--- src/rtl/serial_adder.sv ---
// Bit-serial adder/subtractor: one full-adder slice plus a carry flop, LSB first.
// A start/busy/done handshake frames each WIDTH-cycle operation; sum/cout/ovf hold until the next result.
module serial_adder #(
    parameter int WIDTH = 8
) (
    input  logic             clk,
    input  logic             rst,
    input  logic             start,
    input  logic             sub,
    input  logic [WIDTH-1:0] a,
    input  logic [WIDTH-1:0] b,
    output logic             busy,
    output logic             done,
    output logic [WIDTH-1:0] sum,
    output logic             cout,
    output logic             ovf
);
    localparam int CW = $clog2(WIDTH) + 1;

    typedef enum logic [1:0] {
        S_IDLE,
        S_SHIFT,
        S_DONE
    } state_t;

    state_t           r_state;
    state_t           w_state_next;
    logic [WIDTH-1:0] r_op_a;
    logic [WIDTH-1:0] r_op_b;
    logic [WIDTH-1:0] r_res;
    logic             r_carry;
    logic [CW-1:0]    r_count;
    logic [WIDTH-1:0] r_sum;
    logic             r_cout;
    logic             r_ovf;

    logic w_s;
    logic w_c_next;
    logic w_last;

    assign w_s      = r_op_a[0] ^ r_op_b[0] ^ r_carry;
    assign w_c_next = (r_op_a[0] & r_op_b[0]) | (r_op_a[0] & r_carry) | (r_op_b[0] & r_carry);
    assign w_last   = (r_count == CW'(WIDTH - 1));

    always_comb begin
        w_state_next = r_state;
        case (r_state)
            S_IDLE:  if (start) w_state_next = S_SHIFT;
            S_SHIFT: if (w_last) w_state_next = S_DONE;
            S_DONE:  w_state_next = S_IDLE;
            default: w_state_next = S_IDLE;
        endcase
    end

    always_ff @(posedge clk) begin
        if (rst) begin
            r_state <= S_IDLE;
            r_op_a  <= '0;
            r_op_b  <= '0;
            r_res   <= '0;
            r_carry <= 1'b0;
            r_count <= '0;
            r_sum   <= '0;
            r_cout  <= 1'b0;
            r_ovf   <= 1'b0;
        end else begin
            r_state <= w_state_next;
            case (r_state)
                S_IDLE: begin
                    // Subtraction is A + ~B + 1: invert B and seed the carry with 1.
                    if (start) begin
                        r_op_a  <= a;
                        r_op_b  <= sub ? ~b : b;
                        r_carry <= sub;
                        r_count <= '0;
                    end
                end
                S_SHIFT: begin
                    r_res   <= {w_s, r_res[WIDTH-1:1]};
                    r_op_a  <= r_op_a >> 1;
                    r_op_b  <= r_op_b >> 1;
                    r_carry <= w_c_next;
                    r_count <= r_count + CW'(1);
                    // On the MSB slice r_carry is the carry into the MSB.
                    if (w_last) begin
                        r_sum  <= {w_s, r_res[WIDTH-1:1]};
                        r_cout <= w_c_next;
                        r_ovf  <= r_carry ^ w_c_next;
                    end
                end
                default: ;
            endcase
        end
    end

    assign busy = (r_state == S_SHIFT);
    assign done = (r_state == S_DONE);
    assign sum  = r_sum;
    assign cout = r_cout;
    assign ovf  = r_ovf;

endmodule
--- config.mk ---
export PLATFORM = sky130hd
export DESIGN_NAME = serial_adder
export DESIGN_NICKNAME = d
export VERILOG_FILES = /design/src/rtl/serial_adder.sv
export SDC_FILE = /design/constraint.sdc
export NUM_CORES = 1
export LEC_CHECK = 0
export ABC_AREA = 1
export CAP_MARGIN = 20
export CORE_ASPECT_RATIO = 1.5
export CORE_MARGIN = 2
export CORE_UTILIZATION = 35
export CTS_CLUSTER_SIZE = 24
export DETAILED_ROUTE_END_ITERATION = 10
export PLACE_DENSITY = 0.68
export SLEW_MARGIN = 20
export SYNTH_ARGS = -nofsm -noshare
export SYNTH_HDL_FRONTEND = slang
export SYNTH_SLANG_ARGS = --single-unit
export TNS_END_PERCENT = 10
--- constraint.sdc ---
create_clock -name clk -period 2.2 [get_ports clk]
set_clock_uncertainty 0.1 [all_clocks]
set_input_delay 0.44 -clock clk [delete_from_list [all_inputs] [get_ports clk]]
set_output_delay 0.44 -clock clk [all_outputs]
set_load 0.1 [all_outputs]
==> results.ini <==
[sta]
rsz0062_at_grt=false
hold_ws_ps=382
max_freq_mhz=529
slew_headroom=0.572
setup_tns_ps=0
tightest_slew_ps=642
finalSetupViolations=0
hold_violations=0
min_period_ps=1890
finalCritPeriodShare=0.860
layout_setup_ws_ps=309
finalMaxSlewViolations=0

[logic_synthesis]
synth_edf_count=0
avgSynthCellArea_um2=6.67
netlist_instances=275
syn_nets=297
yosysWarnings=0
ys_ff_latch=40
synthFlopType=dfxtp_1
synth-seq-area-share=0.437
netlist_area_um2=1830
ys_types=19
async_flop_share=0

[layout]
nNetsFinal=330
drive_gt1_frac=0.104
syn_to_final_growth_pct=24.6
nFillCells=542
utilization=0.450
n_antenna_cell=0
final_cell_mix=nor2_1 (74), nand2_1 (66), dfxtp_1 (40)
fin_area_um2=2290
layout_commonest_cell=nor2_1

[pwr]
ir_worst_vdd_mv=0.268
power_density_nw_per_um2=654
leakagePower_nw=1.05

[cts]
cts_max_level=2
clock_path_buffers=2
path_clk_slew_ps=70
worstSkewPairLatency_ps=280
cts_resized=0
cts_root_buf=clkbuf_8
cts_setup_buffers=0
tritoncts=done
cts.sinks=40
cts_hold_buf=0
cts_buffers=5

[place]
place_ws_ps=309
io_buffers=31
place.gp.congestion=0.786
hpwl_um=2650
dpl-instance-area_um2=2190

[setup_path]
r2r-start=r_state[1]
arrival_ps=1350
cp-startpoint=r_state[1]
path_class=reg -> out
critical_path_buf_inv_count=3
slowest_stage=dfxtp_1
path_max_fanout=17
critical_path.top_delay_family=buffers and inverters
cp_data_required_time_ps=1660
max_stage_delay_ps=330
crit_path_start_kind=flip-flop
crit_chain=inv_1, nand2_2, inv_4, buf_12
setup.worst_path.end_class=output port

[die]
die_area_um2=5850
die_w_um=63.1
core_area_um2=5080
fp.dieH_um=92.7
rows=32
ioPinCount=32
start_util=0.361

[detailed_routing]
wl_um=3750
vias_per_cell=4.45
wl_per_cell_um=9.95
ant_nets=0
drt_iter0_markers=86
vias=1676
drcViolationCount=0
firstDrtPassIters=4

[global_route]
grt_usage=0.144
grt_max_degree=25
grt_pass1_vias=1641
grt_pass1_wl_um=6820
antenna_found_initial=0
grt_overflow=0

[job]
maxCapViolations=0

[run_status]
status=completed

[min_path]
hp-start=sum[2]
hold_class=reg -> reg

-- flip-flops by register name, summed over array words and instances, names as in the netlist --
signal   cells
r_op_a       8
r_state      2
ovf          1
r_res        7
r_count      4
r_op_b       8
cout         1
sum          8
r_carry      1
-- cells by family (layout without fill, tap and decap cells) --
| logic type | Yosys count | count (layout) | share of synthesized area |
|---|---|---|---|
| buf+inv | 35 | 69 | 0.0941 |
| xor+xnor | 2 | 2 | 0.00955 |
| compound gates | 25 | 25 | 0.0682 |
| fa+ha+maj | 2 | 2 | 0.0177 |
| flops | 40 | 40 | 0.437 |
| simple gates | 171 | 171 | 0.374 |
-- final timing paths --
check                           slack [ps]  cells after the start         to
worst max-delay path                   310                      4       busy
worst min-delay path                   380                      2     sum[2]
worst max register to register         610                      8  r_op_a[2]
worst min register to register         380                      2     sum[2]
-- worst min-delay path, stage by stage (launching register included) --
cell,delay [ps]
dfxtp_1,330
nor2_1,50
nor2_1,80
-- final cells by class --
type | instances | area [um2] | share of cell area
multi-input cells | 200 | 861 | 0.377
flip-flops and latches | 40 | 801 | 0.350
repair buffers | 38 | 358 | 0.157
inverters | 23 | 88.8 | 0.0389
well taps | 68 | 85.1 | 0.0372
clock buffers | 6 | 82.6 | 0.0361
clock inverters | 2 | 10.0 | 0.00438
-- report_power, final --
| part | internal, W | switching, W |
|---|---|---|
| registers | 0.000760 | 0.0000241 |
| clock network | 0.000250 | 0.000241 |
| logic | 0.0000943 | 0.000126 |
| total | 0.00110 | 0.000391 |
-- metal layers --
layer	global-route usage	vias up	routed length, um
li1	-	913	-
met1	0.156	724	1640
met2	0.270	37	1940
met3	0.0267	2	138
met4	0.0611	0	29
met5	0	-	0
-- metrics by stage --
step / total power [W] / instances
after floorplan: 0.000949 / 275
after detailed placement: 0.00102 / 369
after CTS: 0.00152 / 377
after global routing: 0.00158 / 377
after global placement: 0.00102 / 369
final: 0.00150 / 377
-- cell usage after synthesis, types with 2 or more instances --
cell,instances,area [um2]
nand2_1,66,248
buf_6,3,33.8
a21oi_1,6,30.0
nand3_1,27,135
clkbuf_1,2,7.51
o21ai_0,18,90.1
buf_2,4,20.0
dfxtp_1,40,801
buf_4,3,22.5
nand2_2,3,18.8
nor2_1,74,278
inv_1,22,82.6
(Power assumes the default switching activity.)
